### config.mk
export PLATFORM = sky130hd
export DESIGN_NAME = key_schedule_seq
export DESIGN_NICKNAME = d
export VERILOG_FILES = /design/src/rtl/key_schedule_seq.sv
export SDC_FILE = /design/constraint.sdc
export NUM_CORES = 1
export LEC_CHECK = 0
export CORE_ASPECT_RATIO = 1.5
export CORE_MARGIN = 2
export CORE_UTILIZATION = 51
export CTS_CLUSTER_SIZE = 10
export DETAILED_ROUTE_END_ITERATION = 10
export GPL_ROUTABILITY_DRIVEN = 0
export PLACE_DENSITY = 0.85
export SYNTH_ARGS = -nofsm -noshare
export SYNTH_HDL_FRONTEND = slang
export SYNTH_SLANG_ARGS = --single-unit
### constraint.sdc
create_clock -name CLK -period 2.8 [get_ports CLK]
set_input_delay 0.84 -clock CLK [delete_from_list [all_inputs] [get_ports CLK]]
set_output_delay 0.84 -clock CLK [all_outputs]
set_load 0.03 [all_outputs]
### src/rtl/key_schedule_seq.sv
// Sequential S-AES style key schedule: emits NUM_ROUNDS+1 round keys over a valid/ready handshake.
// Optional KS_READBACK_EN adds a per-round key store readable through Rd_Addr/Rd_Key.
module key_schedule_seq #(
   parameter int NUM_ROUNDS = 2
) (
   input  logic        CLK,
   input  logic        RST,
   input  logic        Start,
   input  logic [15:0] Key,
   output logic        Key_Valid,
   input  logic        Key_Ready,
   output logic [15:0] Round_Key,
   output logic [2:0]  Round_Idx,
   output logic        Busy,
   output logic        Done
`ifdef KS_READBACK_EN
   ,
   input  logic [2:0]  Rd_Addr,
   output logic [15:0] Rd_Key
`endif
);

   typedef enum logic [1:0] {
      ST_IDLE,
      ST_EMIT,
      ST_DONE
   } state_t;

   localparam logic [2:0] LAST_IDX  = 3'(NUM_ROUNDS);
   localparam logic [3:0] RCON_INIT = 4'h8;

   state_t      state_q, state_d;
   logic [3:0]  rcon_q;
   logic [15:0] next_key;
   logic        start_accept;
   logic        transfer;
   logic        last_round;

   function automatic logic [3:0] sbox(input logic [3:0] x);
      logic [3:0] y;
      case (x)
         4'h0: y = 4'h9;  4'h1: y = 4'h4;  4'h2: y = 4'hA;  4'h3: y = 4'hB;
         4'h4: y = 4'hD;  4'h5: y = 4'h1;  4'h6: y = 4'h8;  4'h7: y = 4'h5;
         4'h8: y = 4'h6;  4'h9: y = 4'h2;  4'hA: y = 4'h0;  4'hB: y = 4'h3;
         4'hC: y = 4'hC;  4'hD: y = 4'hE;  4'hE: y = 4'hF;  default: y = 4'h7;
      endcase
      return y;
   endfunction

   // Multiply by x in GF(2^4) modulo x^4+x+1.
   function automatic logic [3:0] xtime(input logic [3:0] r);
      return {r[2:0], 1'b0} ^ (r[3] ? 4'h3 : 4'h0);
   endfunction

   assign start_accept = (state_q == ST_IDLE) && Start;
   assign transfer     = (state_q == ST_EMIT) && Key_Ready;
   assign last_round   = (Round_Idx == LAST_IDX);

   always_comb begin
      logic [7:0] w0, w1, w2, w3, g;
      w0       = Round_Key[15:8];
      w1       = Round_Key[7:0];
      g        = {sbox(w1[3:0]), sbox(w1[7:4])} ^ {rcon_q, 4'h0};
      w2       = w0 ^ g;
      w3       = w2 ^ w1;
      next_key = {w2, w3};
   end

   // NOTE: sequential state uses non-blocking assignments so every register samples pre-edge values.
   always_ff @(posedge CLK or negedge RST) begin
      if (!RST) state_q <= ST_IDLE;
      else      state_q <= state_d;
   end

   // NOTE: every combinational output gets a default first so no path can infer a latch.
   always_comb begin
      state_d = state_q;
      case (state_q)
         ST_IDLE: if (Start) state_d = ST_EMIT;
         ST_EMIT: if (Key_Ready && last_round) state_d = ST_DONE;
         ST_DONE: state_d = ST_IDLE;
         default: state_d = ST_IDLE;
      endcase
   end

   always_comb begin
      Key_Valid = 1'b0;
      Busy      = 1'b0;
      Done      = 1'b0;
      case (state_q)
         ST_EMIT: begin
            Key_Valid = 1'b1;
            Busy      = 1'b1;
         end
         ST_DONE: begin
            Busy = 1'b1;
            Done = 1'b1;
         end
         default: ;
      endcase
   end

   // Round key, index and RCON hold their values except on load or a non-final transfer.
   always_ff @(posedge CLK or negedge RST) begin
      if (!RST) begin
         Round_Key <= 16'h0000;
         Round_Idx <= 3'd0;
         rcon_q    <= RCON_INIT;
      end else if (start_accept) begin
         Round_Key <= Key;
         Round_Idx <= 3'd0;
         rcon_q    <= RCON_INIT;
      end else if (transfer && !last_round) begin
         Round_Key <= next_key;
         Round_Idx <= Round_Idx + 3'd1;
         rcon_q    <= xtime(rcon_q);
      end
   end

`ifdef KS_READBACK_EN
   logic [15:0] store [NUM_ROUNDS+1];

   // NOTE: this store is a handful of flops, so it takes the async reset like any other state.
   always_ff @(posedge CLK or negedge RST) begin
      if (!RST) begin
         for (int i = 0; i <= NUM_ROUNDS; i++) store[i] <= 16'h0000;
      end else if (start_accept) begin
         for (int i = 0; i <= NUM_ROUNDS; i++) store[i] <= 16'h0000;
      end else if (transfer) begin
         for (int i = 0; i <= NUM_ROUNDS; i++)
            if (Round_Idx == 3'(i)) store[i] <= Round_Key;
      end
   end

   // Addresses past the last round fall through to zero.
   always_comb begin
      Rd_Key = 16'h0000;
      for (int i = 0; i <= NUM_ROUNDS; i++)
         if (Rd_Addr == 3'(i)) Rd_Key = store[i];
   end
`endif

endmodule

-- Word-level counts from Yosys, hierarchy flattened
Memory sizes are Yosys's and may differ from the RTL's.
Index checks and enable logic that the tools add are counted.
- add/subtract/negate cells: 1
- eq/ne operators: 5
- multiplexer cells: 13
- bitwise logic cells: 4
- reduce and logical (&&, ||, !) cells: 9
- operators by type and width (kind ; number):
    16-bit 2-to-1 mux ; 2
    8-bit XOR ; 3
    4-bit 2-to-1 mux ; 2
    2-bit 2-to-1 mux ; 3
    3-bit 2-to-1 mux ; 2
    1-bit logical AND ; 4
    2-bit case mux with 2 select lines ; 1
    4-bit by 2-bit XOR with 4-bit output ; 1
    3-bit by 1-bit adder with 3-bit output (second input constant) ; 1
    3-bit by 2-bit equality test with 1-bit output (second input constant) ; 1
    1-bit 2-to-1 mux ; 3
    2-bit by 1-bit equality test with 1-bit output (second input constant) ; 1
    2-bit equality test (second input constant) ; 1
    2-bit logical NOT ; 1
    2-bit by 1-bit inequality test with 1-bit output (second input constant) ; 1
    2-bit inequality test (second input constant) ; 1
    2-bit AND reduction ; 1
    2-bit nonzero test ; 1
    2-bit OR reduction ; 1
    1-bit logical NOT ; 1
- register bits: 25
- ROM bits: 128
- input bits: 20
- output and inout bits: 22
- logic and storage cells: 38
- memories kept: 2
- memories (name ; words ; width ; read ports ; clocked after memory_dff ; write ports ; RTL line ; text):
    (no name shown) ; 16 ; 4 ; 1 ; 0 ; 0 ; 41 ; case (x)
    (no name shown) ; 16 ; 4 ; 1 ; 0 ; 0 ; 41 ;

-- Logic depth before layout (Yosys ltp)
Gate-level depths: netlist of run 1.
An unclocked memory read counts as a cell.
- depth in word-level cells: 6
- mapped depth: 9
- mapped depth without buffers: 7

-- Worst setup path after synthesis of run 1
OpenSTA, ideal clock, no wires.
- path kind: reg-to-reg
- start: reg Round_Key[1]
- end: reg Round_Key[4]
- data arrival time: 2.140 ns
- required time: 2.718 ns
- setup slack: 0.578 ns
- stages on the path, launching flop included: 8
- path buffers: 0
- period minus slack after synthesis: 2.222 ns
- path through: dfrtp_1 inv_1 ha_1 inv_1 mux4_2 xnor2_1 or3_1 a31oi_1
- longest elaborated chain between the ends: 6
- RTL lines (element ; RTL line ; text):
    start, declared ; 12 ; output logic [15:0] Round_Key,
    start signal, assigned ; 110 ; Round_Key <= Key;
    start signal, assigned ; 114 ; Round_Key <= next_key;
    memory read 16 x 4 bit ; n/a ;
    8-bit XOR ; 63 ; g = {sbox(w1[3:0]), sbox(w1[7:4])} ^ {rcon_q, 4'h0};
    8-bit XOR ; 64 ; w2 = w0 ^ g;
    8-bit XOR ; 65 ; w3 = w2 ^ w1;
    16-bit 2-to-1 mux ; 113 ; end else if (transfer && !last_round) begin
    16-bit 2-to-1 mux ; 109 ; end else if (start_accept) begin
No other way between the ends. The select of a mux whose other input is x is not followed.
A chain may end at the register's enable or synchronous reset.

-- Worst setup path after layout of run 1
- start: reg state_q[1]
- end: out Key_Valid
- longest elaborated chain between the ends: 2
- RTL lines (element ; RTL line ; text):
    start, declared ; 32 ; state_t state_q, state_d;
    start signal, assigned ; 72 ; else state_q <= state_d;
    2-bit by 1-bit equality test with 1-bit output ; 90 ; case (state_q)
    1-bit 2-to-1 mux ; 90 ;
    end, declared ; 10 ; output logic Key_Valid,
No other way between the ends.

==> results of run 1 <==
## synth_stat cells, types with 3 or more instances
library cell / instances
a21oi_1: 5
a31oi_1: 12
and2_1: 3
clkbuf_1: 7
dfrtp_1: 24
ha_1: 21
inv_1: 9
nand2_1: 20
nand3_1: 6
nand3b_1: 4
nor2_1: 19
o21ai_0: 19
or3_1: 12
xnor2_1: 10
xor2_1: 9
## state kept, by name, indices dropped and copies added, names as in the netlist
name / cells
Round_Idx: 3
Round_Key: 16
rcon_q: 4
state_q: 2
## worst max-delay path: cells and delay by family, from the launching register on
family | cells | cell delay (ns)
buf+inv | 2 | 0.82
flops | 1 | 0.39
fa+ha+maj | 1 | 0.25
## metal layers
metal | track usage [%] | vias up | part of all wire, %
met3 | 3.04 | 13 | 3.6
met4 | 7.69 | 0 | 2.7
met5 | 0 | - | 0
met1 | 30.3 | 763 | 44
met2 | 37.0 | 43 | 50
li1 | - | 806 | -
## cell type report
type | instances | share of cell area (%)
multi-input cells | 163 | 48.4
flip-flops and latches | 25 | 26.2
repair buffers | 49 | 19.7
well taps | 43 | 2.25
clock buffers | 4 | 1.88
inverters | 10 | 1.57
## worst max-delay path by stage
stage,slack (ns),endpoint,startpoint,depth (start not counted)
finish,0.22,Key_Valid,state_q[1]$_DFFE_PN0P_,3
floorplan,0.58,Round_Key[4]$_DFFE_PN0P_,Round_Key[1]$_DFFE_PN0P_,7
detailed placement,0.39,Round_Key[0]$_DFFE_PN0P_,Key_Ready,5
CTS,0.22,Key_Valid,state_q[1]$_DFFE_PN0P_,3
global route,0.12,Key_Valid,state_q[1]$_DFFE_PN0P_,3
global placement,0.45,Round_Key[0]$_DFFE_PN0P_,Key_Ready,5
## stage by stage
step / power [mW] / util (%) / hold WS [ns]
2_1_floorplan: 2.20 / - / 0.495
3_3_place_gp: 2.78 / 64.9 / 0.511
3_5_place_dp: 2.85 / 64.9 / 0.532
4_1_cts: 3.08 / 66.1 / 0.549
5_1_grt: 3.33 / 66.1 / 0.585
6_report: 3.06 / 66.1 / 0.554
## report_power, final
part / switching, mW / internal [mW]
logic: 1.14 / 0.904
registers: 0.268 / 0.537
clock network: 0.116 / 0.102
## cells by family (layout without fill, tap and decap cells)
family / Yosys count / in the layout / synth area share [%]
adder cells (fa/ha/maj): 21 / 21 / 14.0
XOR/XNOR: 19 / 19 / 8.85
AND/OR/NAND/NOR: 78 / 78 / 21.2
multiplexers: 5 / 5 / 4.06
AO/OA/AOI/OAI: 40 / 40 / 13.4
flip-flops: 25 / 25 / 33.4
buffers and inverters: 22 / 63 / 5.13
==> impl_metrics.env, run 1 <==
export IMPL_hold_depth=2
export IMPL_grt_pass1_wl_um=7260
export IMPL_row_count=27
export IMPL_period_share_pct=92.1
export IMPL_final_cells=294
export IMPL_fin_crit_ns=2.58
export IMPL_clk_path_buf_depth=2
export IMPL_synth_edff_count=0
export IMPL_num_vias=1625
export IMPL_post_cts_buffers=0
export IMPL_endpoint_kind="output port"
export IMPL_io_pins=42
export IMPL_setup_viol=0
export IMPL_die_y_um=78.3
export IMPL_layout_commonest_cell="clkdlybuf4s50_1"
export IMPL_dp_cells=290
export IMPL_nets=293
export IMPL_netlist_area_leader_share_pct=32.0
export IMPL_drive_gt1_share_pct=7.17
export IMPL_ir_drop_v=0.000796
export IMPL_drc_errors=0
export IMPL_grt_pass1_vias=1602
export IMPL_drtIter0Drc=33
export IMPL_wl_per_cell_um=14.3
export IMPL_maxSlewHeadroom_pct=74.0
export IMPL_htree_levels=1
export IMPL_min_from="rcon_q[3]$_DFFE_PN1P_"
export IMPL_core_area_mm2=0.00361
export IMPL_antennaDiodeCount=0
export IMPL_critical_path_class="reg -> out"
export IMPL_clkTransAtPathRegs_ns=0.09
export IMPL_path_max_fanout=5
export IMPL_grt_overflow=0
export IMPL_routed_wirelength_um=4220
export IMPL_cp_start_kind="register"
export IMPL_cts_tree="built"
export IMPL_r2r_end="Round_Key[4]$_DFFE_PN0P_"
export IMPL_syn_nets=251
export IMPL_hold_buffers=0
export IMPL_p_leak_nw=1.01
export IMPL_numCtsBuffers=3
export IMPL_cpPeakStageDelay_ns=0.69
export IMPL_layout_common_cells="41 x clkdlybuf4s50_1, 24 x dfrtp_1, 21 x ha_1"
export IMPL_hold_path_class="reg -> reg"
export IMPL_min_to="rcon_q[0]$_DFFE_PN0P_"
export IMPL_syn_to_final_growth_pct=27.2
export IMPL_dr_pass1_iters=4
export IMPL_root_buffer="clkbuf_8"
export IMPL_reg2reg_from="Round_Key[0]$_DFFE_PN0P_"
export IMPL_synth_area_per_cell_um2=8.95
export IMPL_max_slew_worst_pin_slew_ns=0.390
export IMPL_cp_arrival_ns=1.74
export IMPL_syn_area_mm2=0.00188
export IMPL_multi_input_area_mm2=0.00116
export IMPL_worstRegToRegCells=7
export IMPL_dp_hpwl_um=3140
export IMPL_p_per_area_mw_per_mm2=1280
export IMPL_placed_cell_area_mm2=0.00234
export IMPL_cts_sinks=25
export IMPL_synth_largest_area_cell="dfrtp_1"
export IMPL_pre_cts_ws_ns=0.389
export IMPL_max_freq_mhz=388
export IMPL_async_flop_share_pct=100
export IMPL_initial_core_util_pct=52.0
export IMPL_syn_instance_count=210
export IMPL_clock_latency_ns=0.27
export IMPL_postRouteAntennaNets=0
export IMPL_fin_skew_ns=0.00230
export IMPL_fin_area_mm2=0.00239
export IMPL_drv_cap=0
export IMPL_ys_top_cells_by_area="dfrtp_1 32%, ha_1 14%, o21ai_0 5.1%"
export IMPL_dieArea_mm2=0.00420
export IMPL_required_ns=1.96
export IMPL_grt_total_usage_pct=22.7
export IMPL_ys_types=36
export IMPL_cp_cell_sequence="inv_1 -> ha_1 -> clkdlybuf4s50_1"
export IMPL_finalSetupTns_ns=0
export IMPL_cts_resized_gates=0
export IMPL_outcome="finished clean"
export IMPL_synth_ff_type="dfrtp_1"
export IMPL_rsz0062_at_grt="false"
export IMPL_die_w_um=53.6
export IMPL_seq_area_um2=627
export IMPL_slew_viol_final=0
export IMPL_vias_per_cell=5.53
export IMPL_finalHoldViolCount=0
export IMPL_antenna_found_initial=0
export IMPL_grt_max_degree=26
export IMPL_r2r_slack_ns=0.57
export IMPL_yosysSeqAreaShare_pct=33.4
export IMPL_ys_ff_latch=25
export IMPL_io_buffers=41
export IMPL_finalWorstSetupSlack_ns=0.222
export IMPL_n_fill_cell=301
export IMPL_cp_slowest_cell="clkdlybuf4s50_1"
export IMPL_yosysWarnings=0
(Power assumes the default switching activity.)
==> run 2, diff against run 1 <==
--- a/config.mk
+++ b/config.mk
@@ -12,6 +12,7 @@
 export DETAILED_ROUTE_END_ITERATION = 10
 export GPL_ROUTABILITY_DRIVEN = 0
 export PLACE_DENSITY = 0.85
+export REMOVE_ABC_BUFFERS = 1
 export SYNTH_ARGS = -nofsm -noshare
 export SYNTH_HDL_FRONTEND = slang
 export SYNTH_SLANG_ARGS = --single-unit
==> run 2 against run 1 <==
  * Register-to-register slack worse by 0.02 ns
  * Die area unchanged
  * Core utilization down 0.62 points
  * Design area down 0.94%
  * Power down 2.3%
  * Via count down 2.0%
  * Largest cell class unchanged
  * Global-route usage down 1.6 points
  * Worst setup slack better by 0.022 ns
  * Maximum frequency up 0.87%
  * Critical path depth unchanged
  * Hold slack worse by 0.030 ns
  * Non-clock buffer count down 3
==> impl_metrics.env, run 2 (synthesis results as in run 1) <==
export IMPL_outcome="finished clean"
export IMPL_root_buffer="clkbuf_8"
export IMPL_ir_drop_v=0.000824
export IMPL_num_vias=1592
export IMPL_max_freq_mhz=391
export IMPL_drtIter0Drc=36
export IMPL_hold_depth=2
export IMPL_worstRegToRegCells=7
export IMPL_final_cells=291
export IMPL_grt_max_degree=26
export IMPL_period_share_pct=91.3
export IMPL_critical_path_class="reg -> out"
export IMPL_required_ns=1.96
export IMPL_dp_hpwl_um=2970
export IMPL_setup_viol=0
export IMPL_clk_path_buf_depth=2
export IMPL_cts_tree="built"
export IMPL_initial_core_util_pct=52.0
export IMPL_grt_overflow=0
export IMPL_numCtsBuffers=3
export IMPL_antenna_found_initial=0
export IMPL_p_leak_nw=0.992
export IMPL_syn_to_final_growth_pct=26.0
export IMPL_pwr_share_comb_pct=64.5
export IMPL_cts_sinks=25
export IMPL_wl_per_cell_um=13.6
export IMPL_max_slew_worst_pin_slew_ns=0.521
export IMPL_dp_cells=287
export IMPL_clock_latency_ns=0.27
export IMPL_finalSetupTns_ns=0
export IMPL_r2r_slack_ns=0.55
export IMPL_min_to="rcon_q[3]$_DFFE_PN1P_"
export IMPL_clkTransAtPathRegs_ns=0.08
export IMPL_sw_frac_of_total_pct=49.3
export IMPL_fin_skew_ns=0.00120
export IMPL_cp_start_kind="register"
export IMPL_die_w_um=53.6
export IMPL_r2r_end="Round_Key[4]$_DFFE_PN0P_"
export IMPL_row_count=27
export IMPL_finalWorstSetupSlack_ns=0.244
export IMPL_reg2reg_from="Round_Key[1]$_DFFE_PN0P_"
export IMPL_dieArea_mm2=0.00420
export IMPL_fin_crit_ns=2.56
export IMPL_postRouteAntennaNets=0
export IMPL_drc_errors=0
export IMPL_layout_commonest_cell="clkdlybuf4s50_1"
export IMPL_drive_gt1_share_pct=6.05
export IMPL_finalHoldViolCount=0
export IMPL_crit_family="buffers and inverters"
export IMPL_cpPeakStageDelay_ns=0.69
export IMPL_htree_levels=1
export IMPL_maxSlewHeadroom_pct=65.2
export IMPL_pre_cts_ws_ns=0.373
export IMPL_die_y_um=78.3
export IMPL_fin_hold_ws_ns=0.523
export IMPL_reg_top3="Round_Key x16, rcon_q x4, Round_Idx x3"
export IMPL_core_area_mm2=0.00361
export IMPL_nets=290
export IMPL_p_per_area_mw_per_mm2=1260
export IMPL_p_int_mw=1.52
export IMPL_vias_per_cell=5.47
export IMPL_p_clk_share_pct=7.2
export IMPL_cts_resized_gates=0
export IMPL_cp_arrival_ns=1.72
export IMPL_netSwitchingPower_mw=1.48
export IMPL_path_buf_inv=2
export IMPL_cp_cell_sequence="inv_1 -> ha_1 -> clkdlybuf4s50_1"
export IMPL_grt_total_usage_pct=21.2
export IMPL_rsz0062_at_grt="false"
export IMPL_largest_reg_flops=16
export IMPL_antennaDiodeCount=0
export IMPL_routed_wirelength_um=3960
export IMPL_hold_path_class="reg -> reg"
export IMPL_min_from="rcon_q[3]$_DFFE_PN1P_"
export IMPL_slew_viol_final=0
export IMPL_io_buffers=41
export IMPL_grt_pass1_wl_um=6710
export IMPL_cp_slowest_cell="clkdlybuf4s50_1"
export IMPL_layout_common_cells="41 x clkdlybuf4s50_1, 24 x dfrtp_1, 21 x ha_1"
export IMPL_power_frac_seq_pct=28.3
export IMPL_endpoint_kind="output port"
export IMPL_grt_pass1_vias=1564
export IMPL_largest_register="Round_Key"
export IMPL_post_cts_buffers=0
export IMPL_dr_pass1_iters=4
export IMPL_io_pins=42
export IMPL_path_max_fanout=5
export IMPL_drv_cap=0
export IMPL_hold_buffers=0
==> run 2: changes by cell type in the layout (fill, tap and decap cells not counted) <==
cell / delta
buf_4: -3
==> run 2: stage by stage <==
stage / total power, mW / area (µm²) / util, %
after floorplan: 2.14 / 1820 / -
after global placement: 2.72 / 2320 / 64.2
after detailed placement: 2.79 / 2320 / 64.2
after CTS: 3.02 / 2370 / 65.5
after global routing: 3.26 / 2370 / 65.5
final: 2.99 / 2370 / 65.5
==> run 2: worst min-delay path, stage by stage, from the launching register on <==
cell and delay [ns]:
dfstp_2 0.40, nand2_1 0.05, nand3_1 0.07
==> run 2: worst max-delay path by stage <==
stage	startpoint	to	cells past startpoint
2_1_floorplan	state_q[1]$_DFFE_PN0P_	Round_Key[7]$_DFFE_PN0P_	6
3_3_place_gp	Key_Ready	Round_Key[13]$_DFFE_PN0P_	5
3_5_place_dp	Key_Ready	Round_Key[4]$_DFFE_PN0P_	5
4_1_cts	state_q[1]$_DFFE_PN0P_	Key_Valid	3
5_1_grt	state_q[1]$_DFFE_PN0P_	Key_Valid	3
6_report	state_q[1]$_DFFE_PN0P_	Key_Valid	3
==> run 2: per-layer routing <==
metal	wire (µm)	part of all wire [%]	GRT usage, %	vias to the layer above
met2	2040	52	36.3	38
li1	-	-	-	797
met1	1680	43	26.3	748
met4	90	2.3	8.72	0
met3	139	3.5	1.90	9
met5	0	0	0	-
==> run 2: layout make-up <==
type,count,area [µm²]
Fill cell,305,1250
Tap cell,43,53.8
Timing Repair Buffer,46,448
Multi-Input combinational cell,163,1160
Sequential cell,25,627
Inverter,10,37.5
Clock buffer,4,45.0
==> run 2: power by group through the flow <==
stage	registers (mW)	logic [mW]	clock network, mW
after CTS	0.848	1.95	0.222
after floorplan	1.03	1.10	0
after detailed placement	0.851	1.94	0
final	0.846	1.93	0.215
after global placement	0.837	1.89	0
after global routing	0.888	2.14	0.232
